`config.mk`:
```
export PLATFORM = sky130hd
export DESIGN_NAME = execute_muldiv
export DESIGN_NICKNAME = d
export VERILOG_FILES = /design/src/rtl/execute_muldiv.sv
export SDC_FILE = /design/constraint.sdc
export NUM_CORES = 1
export LEC_CHECK = 0
export BUFFER_PORTS_ARGS = -buffer_cell sky130_fd_sc_hd__buf_2
export CORE_ASPECT_RATIO = 0.7
export CORE_MARGIN = 5
export CORE_UTILIZATION = 40
export DETAILED_ROUTE_END_ITERATION = 8
export HOLD_SLACK_MARGIN = 0.1
export PLACE_DENSITY = 0.67
export SETUP_SLACK_MARGIN = 0.1
export SLEW_MARGIN = 10
export SYNTH_ARGS = -nofsm -noshare
export SYNTH_HDL_FRONTEND = slang
export SYNTH_SLANG_ARGS = --single-unit
```
`constraint.sdc`:
```
create_clock -name clk -period 8.48 [get_ports clk]
set_clock_uncertainty 0.2 [all_clocks]
set_input_delay 1.272 -clock clk [delete_from_list [all_inputs] [get_ports clk]]
set_output_delay 1.272 -clock clk [all_outputs]
set_load 0.05 [all_outputs]
```
`src/rtl/execute_muldiv.sv`:
```
// Iterative RV32M/RV64M multiply/divide unit: shift-add multiply, restoring divide,
// STEP_BITS result bits per cycle. Define MULDIV_EARLY_OUT_EN to finish trivial cases in one cycle.
module execute_muldiv #(
    parameter int XLEN      = 32,
    parameter int STEP_BITS = 1
) (
    input  logic            clk,
    input  logic            reset,
    input  logic            flush,
    input  logic [6:0]      decode_opcode,
    input  logic [2:0]      decode_funct3,
    input  logic [6:0]      decode_funct7,
    input  logic [XLEN-1:0] read_rs1_val,
    input  logic [XLEN-1:0] read_rs2_val,
    input  logic            read_valid,
    output logic            read_stall,
    output logic            processing,
    output logic            valid,
    input  logic            stall,
    output logic [XLEN-1:0] rd_val_out
);
    localparam int N  = XLEN / STEP_BITS;
    localparam int CW = $clog2(N) + 1;
    localparam logic [XLEN-1:0] MOST_NEG = {1'b1, {(XLEN-1){1'b0}}};
    localparam logic [XLEN-1:0] ALL_ONES = {XLEN{1'b1}};

    typedef enum logic [1:0] {IDLE = 2'd0, ITER = 2'd1, DONE = 2'd2} state_t;

    state_t            state_q, state_d;
    logic [CW-1:0]     cnt_q, cnt_d;
    logic [2*XLEN-1:0] acc_q, acc_d;
    logic [XLEN-1:0]   b_q, b_d;
    logic [2:0]        op_q, op_d;
    logic              neg_quo_q, neg_quo_d;
    logic              neg_rem_q, neg_rem_d;
    logic [XLEN-1:0]   result_q, result_d;

    logic              claim_s, is_div_s, a_sgn_s, b_sgn_s, a_neg_s, b_neg_s;
    logic              div_zero_s, div_ovf_s, early_s, special_s;
    logic [XLEN-1:0]   a_mag_s, b_mag_s, special_res_s;
    logic [XLEN+STEP_BITS-1:0]   mul_hi_s;
    logic [2*XLEN+STEP_BITS-1:0] mul_cat_s;
    logic [XLEN:0]     div_trial_s;
    logic [XLEN-1:0]   div_rem_s, div_quo_s;
    logic [2*XLEN-1:0] step_s, prod_s;
    logic [XLEN-1:0]   quo_s, rem_s, final_s;

    // Claim decode, operand magnitudes and single-cycle special cases.
    always_comb begin
        claim_s = read_valid && !flush && (decode_opcode == 7'b0110011) &&
                  (decode_funct7 == 7'b0000001) &&
                  ((state_q == IDLE) || ((state_q == DONE) && !stall));
        is_div_s = decode_funct3[2];
        if (is_div_s) begin
            a_sgn_s = ~decode_funct3[0];
            b_sgn_s = ~decode_funct3[0];
        end else begin
            a_sgn_s = (decode_funct3[1:0] == 2'b01) || (decode_funct3[1:0] == 2'b10);
            b_sgn_s = (decode_funct3[1:0] == 2'b01);
        end
        a_neg_s = a_sgn_s & read_rs1_val[XLEN-1];
        b_neg_s = b_sgn_s & read_rs2_val[XLEN-1];
        a_mag_s = a_neg_s ? -read_rs1_val : read_rs1_val;
        b_mag_s = b_neg_s ? -read_rs2_val : read_rs2_val;
        div_zero_s = is_div_s && (read_rs2_val == {XLEN{1'b0}});
        div_ovf_s  = is_div_s && !decode_funct3[0] && (read_rs1_val == MOST_NEG) &&
                     (read_rs2_val == ALL_ONES);
`ifdef MULDIV_EARLY_OUT_EN
        early_s = is_div_s ? (a_mag_s < b_mag_s)
                           : ((read_rs1_val == {XLEN{1'b0}}) || (read_rs2_val == {XLEN{1'b0}}));
`else
        early_s = 1'b0;
`endif
        special_s = div_zero_s || div_ovf_s || early_s;
        if (div_zero_s) begin
            special_res_s = decode_funct3[1] ? read_rs1_val : ALL_ONES;
        end else if (div_ovf_s) begin
            special_res_s = decode_funct3[1] ? {XLEN{1'b0}} : MOST_NEG;
        end else if (early_s && is_div_s && decode_funct3[1]) begin
            special_res_s = read_rs1_val;
        end else begin
            special_res_s = {XLEN{1'b0}};
        end
    end

    // One iteration: acc holds {partial product, multiplier} or {remainder, dividend/quotient}.
    always_comb begin
        mul_hi_s  = {{STEP_BITS{1'b0}}, acc_q[2*XLEN-1:XLEN]} +
                    ({{STEP_BITS{1'b0}}, b_q} * {{XLEN{1'b0}}, acc_q[STEP_BITS-1:0]});
        mul_cat_s = {mul_hi_s, acc_q[XLEN-1:0]};
        div_rem_s = acc_q[2*XLEN-1:XLEN];
        div_quo_s = acc_q[XLEN-1:0];
        div_trial_s = {(XLEN+1){1'b0}};
        for (int k = 0; k < STEP_BITS; k++) begin
            div_trial_s = {div_rem_s, div_quo_s[XLEN-1]};
            div_quo_s   = {div_quo_s[XLEN-2:0], 1'b0};
            if (div_trial_s >= {1'b0, b_q}) begin
                div_trial_s  = div_trial_s - {1'b0, b_q};
                div_quo_s[0] = 1'b1;
            end else begin
                div_quo_s[0] = 1'b0;
            end
            div_rem_s = div_trial_s[XLEN-1:0];
        end
        step_s  = op_q[2] ? {div_rem_s, div_quo_s} : mul_cat_s[2*XLEN+STEP_BITS-1:STEP_BITS];
        prod_s  = neg_quo_q ? -step_s : step_s;
        quo_s   = neg_quo_q ? -step_s[XLEN-1:0] : step_s[XLEN-1:0];
        rem_s   = neg_rem_q ? -step_s[2*XLEN-1:XLEN] : step_s[2*XLEN-1:XLEN];
        if (op_q[2]) begin
            final_s = op_q[1] ? rem_s : quo_s;
        end else begin
            final_s = (op_q[1:0] == 2'b00) ? prod_s[XLEN-1:0] : prod_s[2*XLEN-1:XLEN];
        end
    end

    // Next-state: flush beats a claim, a claim beats the current state's own progress.
    always_comb begin
        state_d   = state_q;
        cnt_d     = cnt_q;
        acc_d     = acc_q;
        b_d       = b_q;
        op_d      = op_q;
        neg_quo_d = neg_quo_q;
        neg_rem_d = neg_rem_q;
        result_d  = result_q;
        if (flush) begin
            state_d  = IDLE;
            result_d = {XLEN{1'b0}};
        end else if (claim_s) begin
            op_d      = decode_funct3;
            neg_quo_d = a_neg_s ^ b_neg_s;
            neg_rem_d = a_neg_s;
            b_d       = b_mag_s;
            acc_d     = {{XLEN{1'b0}}, a_mag_s};
            cnt_d     = CW'(N - 1);
            if (special_s) begin
                state_d  = DONE;
                result_d = special_res_s;
            end else begin
                state_d  = ITER;
                result_d = {XLEN{1'b0}};
            end
        end else begin
            case (state_q)
                ITER: begin
                    acc_d = step_s;
                    if (cnt_q == {CW{1'b0}}) begin
                        state_d  = DONE;
                        result_d = final_s;
                    end else begin
                        cnt_d = cnt_q - CW'(1);
                    end
                end
                DONE: begin
                    if (!stall) begin
                        state_d  = IDLE;
                        result_d = {XLEN{1'b0}};
                    end else begin
                        state_d = DONE;
                    end
                end
                IDLE: state_d = IDLE;
                default: begin
                    state_d  = IDLE;
                    result_d = {XLEN{1'b0}};
                end
            endcase
        end
    end

    // State and datapath registers.
    always_ff @(posedge clk or posedge reset) begin
        if (reset) begin
            state_q   <= IDLE;
            cnt_q     <= {CW{1'b0}};
            acc_q     <= {(2*XLEN){1'b0}};
            b_q       <= {XLEN{1'b0}};
            op_q      <= 3'b000;
            neg_quo_q <= 1'b0;
            neg_rem_q <= 1'b0;
            result_q  <= {XLEN{1'b0}};
        end else begin
            state_q   <= state_d;
            cnt_q     <= cnt_d;
            acc_q     <= acc_d;
            b_q       <= b_d;
            op_q      <= op_d;
            neg_quo_q <= neg_quo_d;
            neg_rem_q <= neg_rem_d;
            result_q  <= result_d;
        end
    end

    assign valid      = (state_q == DONE);
    assign rd_val_out = result_q;
    assign read_stall = (state_q != IDLE) && !((state_q == DONE) && !stall);
    assign processing = claim_s || (state_q != IDLE);
endmodule

```
Word-level counts from Yosys, hierarchy flattened

Index checks and enable logic that the tools add are counted.

Flip-flop bits (word level): 141
Input bits: 86
Output and inout bits: 35
Word-level logic and storage cells: 97

$add $sub $neg: 8
$mul: 1
Magnitude comparators: 1
Equality and inequality tests: 12
Multiplexer cells: 34
Bitwise operators: 5
Reductions and logical operators: 28

Operators with widths:

| operator               | count |
|---|---|
| $mux W32               | 17 |
| $mux W64               | 4 |
| $neg A32 Y32           | 4 |
| $pmux W32 S3           | 1 |
| $eq A32 B32 Y1 const B | 2 |
| $neg A64 Y64           | 1 |
| $add A32 B33 Y33       | 1 |
| $ge A33 B32 Y1         | 1 |
| $mul A32 B1 Y33        | 1 |
| $logic_not A32 Y1      | 1 |
| $sub A32 B32 Y32       | 1 |
| $mux W6                | 3 |
| $logic_and A1 B1 Y1    | 10 |
| $mux W2                | 5 |
| $eq A7 B1 Y1 const B   | 1 |
| $eq A7 B6 Y1 const B   | 1 |
| $logic_not A6 Y1       | 1 |
| $reduce_and A3 Y1      | 2 |
| $sub A6 B1 Y6 const B  | 1 |
| $eq A2 B1 Y1 const B   | 2 |
| $eq A2 B2 Y1 const B   | 2 |
| $logic_not A1 Y1       | 4 |
| $logic_not A2 Y1       | 2 |
| $logic_or A1 B1 Y1     | 4 |
| 11 further kinds       | 17 |

Depth between registers and ports, before layout

Depth in word-level cells: 11
Depth in mapped cells: 24
Gate-level depth less buffers: 21

Least setup slack after synthesis

No wires, ideal clock.

Path type: flip-flop to flip-flop
Start: reg acc_q[39]
End: reg result_q[30] (netlist: rd_val_out[30])
Library setup time: 0.135 ns
Data arrival time: 5.376 ns
Data required time: 8.145 ns
Path slack: 2.769 ns
Stages on the path, launching flop included: 23
Path buffers: 3
Period minus slack after synthesis: 5.711 ns
Cell sequence: dfrtp_1 -> ha_1 -> buf_6 -> a21oi_1 -> o21ai_1 -> a21o_1 -> o311a_4 -> nor2_4 -> clkbuf_1 -> clkbuf_1 -> nand2_1 -> o21ai_0 -> ha_1 -> o211ai_1 -> nor3_1 -> nand4_1 -> or3_1 -> o41ai_1 -> nand3_1 -> o41ai_1 -> xor2_1 -> o21ai_0 -> o311ai_1

Cells in the longest elaborated chain, start to end: 11
Elaborated cells on any way between the ends: 19
Classes of those cells: 5 x add/sub; 1 x order compare; 13 x mux

Ends and longest elaborated chain:

| element                                            | RTL line | text |
|---|---|---|
| from (decl)                                        | 31       | `logic [2*XLEN-1:0] acc_q, acc_d;` |
| from (signal assigned)                             | 176      | `acc_q <= {(2*XLEN){1'b0}};` |
| $sub A32 B32 Y32 or $ge A33 B32 Y1 (tied branches) | 98, 97   |  |
| $mux W32 or $mux W1 (tied branches)                | 97       | `if (div_trial_s >= {1'b0, b_q}) begin` |
| $mux W64 (*)                                       | 105      | `step_s = op_q[2] ? {div_rem_s, div_quo_s} : mul_cat_s[2*XLEN+STEP_BITS-1:STEP_BITS];` |
| $neg A64 Y64 (tied with other cells)               | 106      | `prod_s = neg_quo_q ? -step_s : step_s;` |
| $mux W64 (tied with other cells)                   | 106      |  |
| $mux W32, on equally long branches                 | 112, 110 |  |
| $mux W32 (*)                                       | 109      | `if (op_q[2]) begin` |
| $mux W32 (*)                                       | 147      | `if (cnt_q == {CW{1'b0}}) begin` |
| $pmux W32 S3 (*)                                   | 144      | `case (state_q)` |
| $mux W32 (*)                                       | 129      | `end else if (claim_s) begin` |
| $mux W32 (*)                                       | 126      | `if (flush) begin` |
| to (signal assigned)                               | 181      | `result_q <= {XLEN{1'b0}};` |
| to (signal assigned)                               | 190      | `result_q <= result_d;` |
| to (decl)                                          | 36       | `logic [XLEN-1:0] result_q, result_d;` |

Every way passes the cells marked *; elsewhere a longest branch is shown, timed or not. The select of a mux whose other input is x is not followed.
A chain may end at the register's enable or synchronous reset.

Worst setup path after layout

Start: reg acc_q[49]
End: reg result_q[22] (netlist: rd_val_out[22])

Same word-level chain as after synthesis.

==> results.json <==
{
  "track_usage_pct": 29.85,
  "slew_headroom_pct": 13.29,
  "power_switching_mw": 0.4958,
  "finalCritPeriodShare_pct": 80.81,
  "die_width_um": 247.9,
  "chipHeight_um": 176.5,
  "netlist_area_um2": 15840,
  "cp-endpoint": "rd_val_out[22]",
  "cts_inserted_buffers": 17,
  "cpLargestDelayFamily": "compound AO/OA/AOI/OAI gates",
  "cpPeakStageDelay_ns": 0.73,
  "critPathBufInv": 1,
  "fill_cells": 4060,
  "crit_required_ns": 8.61,
  "final_cell_mix": "nand2_1, o21ai_0, a21oi_1, nor2_1, dfrtp_1",
  "crit_type": "register to register",
  "outcome": "complete, no violations",
  "ys_types": 103,
  "worst-path-stages": 20,
  "r2r_start": "acc_q[49]",
  "drcViolationCount": 0,
  "syn_to_final_growth_pct": 10.24,
  "synth_edf_count": 0,
  "slew_violations": 0,
  "finalHoldViolations": 0,
  "wire_per_inst_um": 24.40,
  "io_buffers": 120,
  "grt_pass1_vias": 16440,
  "diodes": 0,
  "synthFlopType": "dfrtp_1",
  "rsz0062_at_grt": "false",
  "synthTopCellsByArea": "dfrtp_1, nand2_1, o21ai_0",
  "end_kind": "register",
  "max-cap-violations": 0,
  "layout_commonest_cell": "nand2_1",
  "r2r-end": "rd_val_out[22]",
  "grt_antenna_before_repair": 2,
  "syn_nets": 2312,
  "grt_pass1_wl_um": 100600,
  "synth_top_cell_by_area": "dfrtp_1",
  "grt_overflow_total": 0,
  "finalWirelength_um": 66990,
  "layout-drive-gt1-share_pct": 10.50,
  "dr.pass1.iters": 6,
  "critPathSlowestCell": "nor3_1",
  "cp.arrival_ns": 6.98,
  "clockBufferDepth": 2,
  "yosys_warnings": 0,
  "pwr-share-clk_pct": 48.4,
  "worstMarginPinSlew_ns": 1.289,
  "setup_viol_count_final": 0,
  "fp.dieArea_um2": 43750,
  "htreeDepth": 4,
  "post-cts-setup-buffer-count": 0,
  "path_clk_slew_ns": 0.07,
  "worstSkewPairLatency_ns": 0.46,
  "critical_path.startpoint": "acc_q[49]",
  "viasPerCell": 6.521,
  "synth-async-reset-ratio_pct": 100.0,
  "ir_drop_v": 0.0001154,
  "setup_ws_ns": 1.627,
  "switching_share_pct": 29.64,
  "seq_power_share_pct": 40.5,
  "dpl_cell_area_um2": 16870,
  "synth_cells": 2149,
  "start_kind": "register",
  "path_max_fanout": 14,
  "p_leak_nw": 7.901,
  "cts_tree": "done",
  "final_cell_area_um2": 17470,
  "max_freq_ghz": 0.1459,
  "ioPinCount": 121,
  "nNetsFinal": 2360,
  "cts-root-buf": "clkbuf_16",
  "ys_seq_area_share_pct": 22.27,
  "ctsResizeCount": 0,
  "final_core_util_pct": 44.35,
  "dpl_worst_slack_ns": 1.996,
  "pwr-share-comb_pct": 11.1,
  "r2r_slack_ns": 1.63,
  "power_density_nw_per_um2": 95.75,
  "vias": 17900,
  "cts_hold_buffers": 0,
  "setup_tns_ns": 0,
  "grt_max_degree": 74,
  "drtIter0Drc": 2564,
  "ant_nets": 0,
  "min_period_ns": 6.853,
  "ff2ff_path_depth": 20,
  "core_um2": 39380,
  "crit_chain": "ha_1 -> a21oi_1 -> o21ai_0 -> a21oi_1 -> a21oi_4 -> nor2_4 -> nand2_1 -> o21ai_0 -> ha_1 -> o211ai_1 -> nor3_1 -> nand4_1 -> or3_1 -> o41ai_1 -> buf_4 -> nand3_1 -> o41ai_1 -> xnor2_1 -> o221ai_1 -> nand3_1",
  "gp_congestion": 1.006,
  "hold_class": "register to register",
  "rows": 61,
  "internal_power_mw": 1.177,
  "hpwl_um": 51050,
  "clkSinkCount": 141,
  "syn_avg_cell_area_um2": 7.372,
  "initial_core_util_pct": 40.23,
  "ys_ff_latch": 141,
  "yosysTopAreaCellShare_pct": 22.27
}
through the flow:
step | instances | power [mW] | hold WS, ns
after global routing | 2745 | 1.714 | 0.2934
after detailed placement | 2713 | 0.8702 | 0.2703
after CTS | 2745 | 1.671 | 0.2860
final | 2745 | 1.672 | 0.2762
after global placement | 2713 | 0.8676 | 0.2603
after floorplan | 2149 | 0.7872 | 0.2632
how the worst min path moves through the flow:
| stage | from | endpoint | slack [ns] | cells past startpoint |
|---|---|---|---|---|
| CTS | rd_val_out[16] | rd_val_out[16] | 0.29 | 2 |
| global route | rd_val_out[15] | rd_val_out[15] | 0.29 | 1 |
| detailed placement | rd_val_out[16] | rd_val_out[16] | 0.27 | 2 |
| floorplan | b_q[10] | b_q[10] | 0.26 | 2 |
| global placement | rd_val_out[5] | rd_val_out[5] | 0.26 | 2 |
| finish | rd_val_out[16] | rd_val_out[16] | 0.28 | 2 |
power groups by stage:
| stage | sequential [mW] | combinational [mW] | clock [mW] |
|---|---|---|---|
| final | 0.677 | 0.185 | 0.809 |
| after global routing | 0.677 | 0.198 | 0.839 |
| after CTS | 0.677 | 0.180 | 0.813 |
| after detailed placement | 0.690 | 0.180 | 0 |
| after global placement | 0.690 | 0.177 | 0 |
| after floorplan | 0.699 | 0.0887 | 0 |
area by class of cell:
cell class	instances	area, um2	area share, %
Clock buffer	17	425.4	2.436
Clock inverter	15	172.7	0.9886
Inverter	75	286.5	1.641
Multi-Input combinational cell	1815	11580	66.28
Sequential cell	141	3532	20.22
Tap cell	535	669.4	3.833
Timing Repair Buffer	147	803.3	4.599
state kept, by name (all words and copies together), names as in the netlist:
register	count
neg_quo_q	1
op_q	3
state_q	2
rd_val_out	32
b_q	32
cnt_q	6
neg_rem_q	1
acc_q	64
worst min-delay path: stages, from the launching register on:
cell and delay [ns]:
dfrtp_1 0.34, nand2_1 0.05, nand3_1 0.06
logic make-up (layout without fill, tap and decap cells):
kind of cell               Yosys count  count (layout)  share of synthesized area, %
buffers and inverters              193             254                         4.849
xor gates and xnor gates           184             184                         10.17
adders and majority gates           77              77                         6.176
and+or+nand+nor                    784             784                         24.27
muxes                               45              45                         2.859
AOI/OAI and AO/OA                  725             725                         29.40
DFF                                141             141                         22.27
routing by layer:
metal  part of all wire (%)  track usage, %
met1                     45           45.82
met2                     38           38.69
met3                     15           11.50
met4                    2.1           6.770
met5                  0.012               0
Yosys cell counts (26+ instances only):
master    instances
nand2_1         279
and2_1           47
a21o_1           31
xnor2_1         112
o211ai_1         54
a31oi_1          29
clkbuf_1         84
nand4_1          39
o31ai_1          26
dfrtp_1         141
inv_1            72
xor2_1           72
a21oi_1         177
o21ai_0         204
a211oi_1         34
mux2i_1          43
nand3_1          49
nor3_1           69
ha_1             75
nor2_1          152
Power figures use the tool's default switching activity.
